`src/rtl/booth_pkg.sv`:
```
// Shared definitions for the Booth multiplier control slice.
// Holds the default operand width, the FSM state encoding and a width helper.
// No logic, so no latency and no backpressure.
package booth_pkg;

    // Default operand width; also the number of Booth iterations
    localparam int BOOTH_N = 16;

    // Controller states; IDLE is zero so a cleared state register is idle
    typedef enum logic [2:0] {
        IDLE   = 3'd0,
        LOAD_M = 3'd1,
        LOAD_Q = 3'd2,
        EVAL   = 3'd3,
        SHIFT  = 3'd4,
        DONE   = 3'd5
    } booth_state_t;

    // Bits needed to hold an iteration count of 0..n
    function automatic int count_width(input int n);
        return $clog2(n + 1);
    endfunction

endpackage

```
`src/rtl/booth_step_counter.sv`:
```
// Iteration counter for the Booth controller: load N, count down, flag last step.
// Registered count; last is decoded combinationally from the current count.
// No backpressure; decrements saturate at zero so the count never wraps.
module booth_step_counter
    import booth_pkg::*;
#(
    parameter int N = BOOTH_N
) (
    input  logic clk,
    input  logic rst_n,
    input  logic load,
    input  logic dec,
    output logic last
);

    localparam int CW = count_width(N);

    logic [CW-1:0] count;

    // Load takes priority over decrement; a zero count is held, never wrapped
    always_ff @(posedge clk) begin
        if (!rst_n) begin
            count <= '0;
        end else if (load) begin
            count <= CW'(N);
        end else if (dec && (count != '0)) begin
            count <= count - CW'(1);
        end
    end

    // The step being taken now is the final one when one remains
    always_comb begin
        last = (count == CW'(1));
    end

endmodule

```
`src/rtl/booth_controller.sv`:
```
// Control FSM for a radix-2 Booth multiplier; the datapath (A, Q, Q-1, M) lives outside.
// Fixed latency: start accepted at one edge, done pulses 2N+2 edges later (2N+3 cycles).
// No backpressure; start is only sampled in IDLE and ignored while busy or in DONE.
module booth_controller
    import booth_pkg::*;
#(
    parameter int N = BOOTH_N
) (
    input  logic         clk,
    input  logic         rst_n,
    input  logic         start,
    input  logic [N-1:0] mcand,
    input  logic [N-1:0] mplier,
    input  logic         q0,
    input  logic         qm1,
    output logic         ldA,
    output logic         clrA,
    output logic         sft,
    output logic         ldQ,
    output logic         clrQ,
    output logic         clrff,
    output logic         ldM,
    output logic         addsub,
    output logic [N-1:0] data_out,
    output logic         busy,
    output logic         done
);

    booth_state_t state;
    booth_state_t state_nxt;

    logic [N-1:0] mcand_q;
    logic [N-1:0] mplier_q;
    logic         accept;
    logic         step_dec;
    logic         step_last;

    assign accept   = (state == IDLE) && start;
    assign step_dec = (state == SHIFT);

    booth_step_counter #(
        .N (N)
    ) u_step_counter (
        .clk   (clk),
        .rst_n (rst_n),
        .load  (accept),
        .dec   (step_dec),
        .last  (step_last)
    );

    // Operands are frozen at acceptance so later input changes cannot disturb a run
    always_ff @(posedge clk) begin
        if (!rst_n) begin
            mcand_q  <= '0;
            mplier_q <= '0;
        end else if (accept) begin
            mcand_q  <= mcand;
            mplier_q <= mplier;
        end
    end

    // State register; reset aborts any operation in flight
    always_ff @(posedge clk) begin
        if (!rst_n) begin
            state <= IDLE;
        end else begin
            state <= state_nxt;
        end
    end

    // Next-state: load M, load Q, then N evaluate/shift pairs, then a single DONE
    always_comb begin
        state_nxt = state;
        case (state)
            IDLE:    state_nxt = start ? LOAD_M : IDLE;
            LOAD_M:  state_nxt = LOAD_Q;
            LOAD_Q:  state_nxt = EVAL;
            EVAL:    state_nxt = SHIFT;
            SHIFT:   state_nxt = step_last ? DONE : EVAL;
            DONE:    state_nxt = IDLE;
            default: state_nxt = IDLE;
        endcase
    end

    // Output decode; everything is forced low while reset is asserted
    always_comb begin
        ldA      = 1'b0;
        clrA     = 1'b0;
        sft      = 1'b0;
        ldQ      = 1'b0;
        clrQ     = 1'b0;
        clrff    = 1'b0;
        ldM      = 1'b0;
        addsub   = 1'b0;
        data_out = '0;
        busy     = 1'b0;
        done     = 1'b0;
        if (rst_n) begin
            busy = (state != IDLE);
            case (state)
                LOAD_M: begin
                    ldM      = 1'b1;
                    clrA     = 1'b1;
                    clrff    = 1'b1;
                    data_out = mcand_q;
                end
                LOAD_Q: begin
                    ldQ      = 1'b1;
                    data_out = mplier_q;
                end
                EVAL: begin
                    // 10: start of a run of ones -> subtract; 01: end of run -> add
                    case ({q0, qm1})
                        2'b10: begin
                            ldA    = 1'b1;
                            addsub = 1'b1;
                        end
                        2'b01: begin
                            ldA    = 1'b1;
                            addsub = 1'b0;
                        end
                        default: ldA = 1'b0;
                    endcase
                end
                SHIFT:   sft  = 1'b1;
                DONE:    done = 1'b1;
                default: ;
            endcase
        end
    end

endmodule

```
`config.mk`:
```
export PLATFORM = sky130hd
export DESIGN_NAME = booth_controller
export DESIGN_NICKNAME = d
export VERILOG_FILES = /design/src/rtl/booth_pkg.sv /design/src/rtl/booth_step_counter.sv /design/src/rtl/booth_controller.sv
export SDC_FILE = /design/constraint.sdc
export NUM_CORES = 1
export LEC_CHECK = 0
export ABC_CLOCK_PERIOD_IN_PS = 2200
export CORE_MARGIN = 2
export CORE_UTILIZATION = 40
export CTS_CLUSTER_DIAMETER = 30
export DETAILED_ROUTE_END_ITERATION = 6
export GPL_TIMING_DRIVEN = 0
export HOLD_SLACK_MARGIN = 0.05
export PLACE_DENSITY = 0.71
export SLEW_MARGIN = 30
export SYNTH_ARGS = -nofsm -noshare
export SYNTH_HDL_FRONTEND = slang
export SYNTH_SLANG_ARGS = --single-unit
```
`constraint.sdc`:
```
create_clock -name clk -period 2.2 [get_ports clk]
set_input_delay 0.44 -clock clk [delete_from_list [all_inputs] [get_ports clk]]
set_output_delay 0.44 -clock clk [all_outputs]
set_load 0.005 [all_outputs]
```
==> results.md, run 1 <==
* Compound-Gate Fraction of Synth Area at 0.241
* Pre-Repair DR Iteration Count at 4
* CP max stage delay at 500 ps
* Post-synthesis async set-or-reset flop share at 0
* Global-route wire length before repair at 8290 µm
* Leakage at 1.21 nW
* Residual DRC count at 0
* Drt total wl at 5000 µm
* Skew-Pair Late Insertion Delay at 300 ps
* FF-to-FF setup slack at 420 ps
* Area grow syn2layout at 48.9%
* Mapped Nets at 267
* Synth Register Bits at 40
* Sequential Area at 805 µm²
* Longest Clk Path Bufs at 2
* Area of the multi-input gates at 993 µm²
* Sequential element share of the synthesized area at 0.426
* Power Total at 1.70 mW
* Initial Util at 0.423
* Most common cell in the synthesized netlist: nand2_1
* Final worst path period need at 2120 ps
* Cells after synthesis at 226
* Post-route insts no fill at 362
* Die span in y at 72.6 µm
* # port buffers at 61
* Worst-path cell chain: buf_6, nand2b_4, nor2_4, buf_6, clkdlybuf4s50_1
* WL/cell at 13.8 µm
* Synth top cells by count: nand2_1, dfxtp_1, a21boi_0
* Worst min path class: flip-flop to flip-flop
* # Max-Cap Violations at 0
* CP arrival at 1680 ps
* DIE WIDTH at 72.6 µm
* Post-route ant nets at 0
* Final hold slack at 458 ps
* Standard-cell rows at 24
* Final Max Slew Viols at 0
* Count of cell types in the netlist at 37
* Yosys Warn Count at 0
* Total gr overflow at 0
* CTS Buf Count at 5
* Post-DP HPWL at 3510 µm
* Skew final at 7.48 ps
* # H-tree levels at 2
* Max Freq at 0.471 GHz
* Vias at 1,803
* Cells after DPL at 339
* Antenna cell count at 0
* Most used DFF post-synth: dfxtp_1
* GPL Wtd Cong at 0.787
* Core ar. at 0.00444 mm²
* RSZ-0062 raised after global routing: no
* Sink Count at 40
* Yosys top cell by area: dfxtp_1
* Clk root buf: clkbuf_8
* Outcome: complete, no violations
* Worst Path Max Fanout at 10
* EDFF count, synth at 0
* CP most frequent cell: buf_6
* Vias in the first global route at 1,777
* I/O Pins at 63
* Endpoints failing setup at 0
* Worst vdd ir at 378 µV
* Fraction of layout cells with a size suffix above 1 at 0.174
* Post-CTS Hold Buffers at 0
* Yosys top cell area share at 0.426
* Via/cell ratio at 4.98
* Total die area at 0.00527 mm²
* Relative slew margins at 0.664
* Initial antenna violation count at 0
* Top delay family on crit path: buffers and inverters
* CP max stage cell: clkdlybuf4s50_1
* Synth area leaders: dfxtp_1, nand2_1, a21boi_0
* GRT Total Usage at 0.202
* Mean Syn Cell Area at 8.33 µm²
* Pwr/cell area at 607 mW/mm²
* DRT iter0 DRCs at 86
* Period utilization at 0.964
* Element type at the critical path end: primary output
* Mapped Area at 0.00188 mm²
* Largest family of logic cells by synthesized area: compound AO/OA/AOI/OAI gates
* Pin count of the biggest net entering global routing at 12
* Worst-Margin Slew at 503 ps
* Xor/xnor share of the synthesized area at 0.00465
* CTS tree: done
* Worst Setup Path Type: flip-flop to primary output
* Worst-path clk slew at 80 ps
* CP bufs+invs at 3
* Worst EP required at 1760 ps
* Mux share of post-synthesis cell area at 0
* Simple-gate share of the synthesized area at 0.235
* Fillers at 400
* CP Launch Type: flip-flop
* Fin. Hold Viols at 0
* Layout Nets at 350
* Post-synthesis adder-cell area fraction at 0.0266
[final timing paths]
kind	start	end	cells past startpoint
worst max-delay path	state[0]	ldQ	5
worst min-delay path	mcand_q[14]	mcand_q[14]	2
worst max register to register	state[0]	mplier_q[14]	7
worst min register to register	mcand_q[14]	mcand_q[14]	2
[report_power, final]
part	internal, mW	total [mW]	leakage [nW]	switching [mW]
Combinational	0.201	0.387	0.832	0.186
Sequential	0.782	0.813	0.329	0.0307
Clock	0.256	0.500	0.0455	0.245
[placed cells by master (no fill, tap or decap), drive strengths merged, types with 2 or more instances in the layout]
cell type	count
nand2	67
dfxtp	40
clkdlybuf4s50	39
buf	32
a21boi	29
a22o	16
dlygate4sd2	16
clkbuf	15
a21oi	8
inv	6
nor2	5
nor3	5
ha	4
nand2b	3
nand3	2
or4b	2
o21ai	2
nor4b	2
or3b	2
[worst register-to-register path, stage by stage (launching register included)]
cell	delay, ps
dfxtp_2	320
buf_6	120
buf_4	160
or4b_1	450
clkbuf_1	200
buf_2	230
nand2_1	90
a21boi_0	90
[per-stage QoR]
stage	cell area (µm²)	setup WS, ps	setup TNS [ps]	util
2_1_floorplan	1880	393	0	-
3_3_place_gp	2560	-1130	-19550	0.575
3_5_place_dp	2560	-1100	-18880	0.575
4_1_cts	2790	-23.3	-37.8	0.627
5_1_grt	2800	5.43	0	0.630
6_report	2800	78.2	0	0.630
[area by class of cell]
cell class	instances	share of cell area
inverters	6	0.00804
multi-input cells	161	0.355
repair buffers	76	0.247
flip-flops and latches	40	0.287
clock buffers	8	0.0322
well taps	52	0.0232
plain buffers	19	0.0482
[per-layer routing]
metal	GRT usage	part of all wire	up-vias
li1	-	-	938
met1	0.252	0.47	815
met2	0.347	0.46	43
met3	0.0401	0.050	7
met4	0.0720	0.014	0
met5	0	0	-
[registers in the layout, summed over array words and instances (netlist names)]
name                  flops
mcand_q                  16
mplier_q                 16
state                     3
u_step_counter.count      5
[logic make-up (layout without fill, tap and decap cells)]
logic type / after synthesis / after routing
and+or+nand+nor: 94 / 94
AOI/OAI and AO/OA: 61 / 61
DFF: 40 / 40
buffers and inverters: 25 / 109
adders and majority gates: 4 / 4
other: 1 / 1
xor gates and xnor gates: 1 / 1
[timing repair]
item | in CTS | in global routing
buffers inserted | 12 | 2
gates resized for setup | 50 | 11
pin swaps | 2 | 2
gates cloned | 1 | 0
endpoints found under the setup margin | 25 | 10
Note: power is estimated with default switching activity, not from simulation.
==> inputs of run 2 (changes only) <==
- MAX_ROUTING_LAYER: not set -> met4
- PLACE_DENSITY: 0.71 -> 0.78
==> run 2 against run 1 <==
  * Global-route usage is 0.073 points higher
  * Die area stayed put
  * Non-clock buffer count is 7 higher
  * Critical path type unchanged
  * Largest cell class unchanged
  * Highest routed layer unchanged
==> results.md, run 2 (synthesized netlist as in run 1, its figures left out) <==
* Drt total wl at 5360 µm
* Power Total at 1.73 mW
* I/O Pins at 63
* Fillers at 388
* Vias at 1,870
* CTS tree: done
* CP arrival at 1730 ps
* Sw Share at 0.282
* Sequential power share at 0.476
* Worst vdd ir at 308 µV
* GPL Wtd Cong at 0.817
* Residual DRC count at 0
* Area post-placement at 0.00256 mm²
* Core ar. at 0.00444 mm²
* Area grow syn2layout at 51.3%
* Initial Util at 0.423
* Post-CTS Hold Buffers at 0
* CTS Buf Count at 5
* # H-tree levels at 2
* Internal cell power at 1.24 mW
* Worst Path Max Fanout at 6
* Relative slew margins at 0.659
* Commonest non-fill, non-tap cell in the layout: nand2_1
* DIE WIDTH at 72.6 µm
* Period utilization at 0.986
* Post-route ant nets at 0
* WL/cell at 14.5 µm
* Post-DP HPWL at 3430 µm
* Via/cell ratio at 5.07
* Pin count of the biggest net entering global routing at 14
* Largest regs: mcand_q x16, mplier_q x16, u_step_counter.count x5
* # Max-Cap Violations at 0
* Outcome: complete, no violations
* Die span in y at 72.6 µm
* Fin. Hold Viols at 0
* Standard-cell rows at 24
* Clk root buf: clkbuf_8
* Skew-Pair Late Insertion Delay at 290 ps
* Worst-Margin Slew at 510 ps
* Total die area at 0.00527 mm²
* Post-route insts no fill at 369
* Vias in the first global route at 1,726
* Global-route wire length before repair at 8100 µm
* Worst-path clk slew at 80 ps
* Endpoints failing setup at 0
* Sink Count at 40
* Layout Nets at 357
* Initial antenna violation count at 0
* Total gr overflow at 0
* Clk pwr share at 0.299
* Worst Setup Path Type: flip-flop to primary output
* Design area at 0.00285 mm²
* Skew final at 3.50 ps
* Cells after DPL at 339
* Longest Clk Path Bufs at 2
* DRT iter0 DRCs at 63
* GRT Total Usage at 0.203
* Worst min path class: flip-flop to flip-flop
* Worst EP required at 1760 ps
* Max Freq at 0.461 GHz
* Final Max Slew Viols at 0
* CP Launch Type: flip-flop
* Pre-Repair DR Iteration Count at 4
* Comb pwr share at 0.225
* # port buffers at 61
* Commonest cells after routing, fill and taps aside: nand2_1, clkdlybuf4s50_1, dfxtp_1
* Net Sw Power at 0.488 mW
* Antenna cell count at 0
* Fraction of layout cells with a size suffix above 1 at 0.205
* Final worst path period need at 2170 ps
* Element type at the critical path end: primary output
* Pwr/cell area at 608 mW/mm²
* FF-to-FF setup slack at 330 ps
* Leakage at 1.20 nW
==> run 2: cell count changes in the layout (fill, tap and decap cells not counted), sizes merged <==
cell | before | now
buf | 32 | 35
clkbuf | 15 | 19
clkdlybuf4s15 | 0 | 2
clkdlybuf4s50 | 39 | 40
clkinvlp | 0 | 2
dlygate4sd2 | 16 | 12
dlymetal6s2s | 1 | 0
==> run 2: what timing repair did <==
item                                    CTS  global route
endpoints found under the setup margin   25            16
gates resized for setup                  47            16
pin swaps                                 2             3
setup buffers                            16             6
gates cloned                              1             0
==> run 2: worst paths after layout <==
| check | startpoint | end | cells past startpoint |
|---|---|---|---|
| worst max-delay path | state[2] | data_out[5] | 7 |
| worst min-delay path | mplier_q[9] | mplier_q[9] | 2 |
| worst max register to register | state[0] | mplier_q[0] | 7 |
| worst min register to register | mplier_q[9] | mplier_q[9] | 2 |
==> run 2: critical path: stages, from the launching register on <==
cell and delay [ps]:
dfxtp_2 340, buf_6 120, nand2b_4 150, nor2_4 50, buf_6 120, buf_4 140
a22o_1 250, dlygate4sd2_1 270
==> run 2: area by class of cell <==
type | count | area, µm² | share of cell area
well taps | 52 | 65.1 | 0.0228
clock inverters | 2 | 15.0 | 0.00527
multi-input cells | 161 | 988 | 0.347
clock buffers | 6 | 82.6 | 0.0290
plain buffers | 18 | 120 | 0.0422
inverters | 6 | 22.5 | 0.00791
repair buffers | 84 | 747 | 0.262
flip-flops and latches | 40 | 807 | 0.283
==> run 2: power groups by stage <==
stage                     clock network (mW)  registers [mW]  logic (mW)
final                                  0.518           0.824       0.389
after global routing                   0.554           0.830       0.425
after CTS                              0.520           0.811       0.392
after detailed placement                   0           0.827       0.342
after global placement                     0           0.824       0.336
after floorplan                            0           0.819       0.192
==> run 2: per-layer routing <==
metal / vias up / global-route usage / share of wire
met1: 861 / 0.244 / 0.42
met2: 52 / 0.351 / 0.52
met4: 0 / 0.0576 / 0.013
li1: 949 / - / -
met3: 8 / 0.0345 / 0.050
met5: - / - / 0
==> run 2: stage by stage <==
step / hold WS, ps / TNS [ps] / setup slack [ps] / util
floorplan: 435 / 0 / 393 / -
global placement: 441 / -19740 / -1130 / 0.575
detailed placement: 447 / -20180 / -1160 / 0.575
CTS: 457 / -14.4 / -14.4 / 0.637
global route: 476 / -45.2 / -19.2 / 0.641
finish: 458 / 0 / 29.9 / 0.641
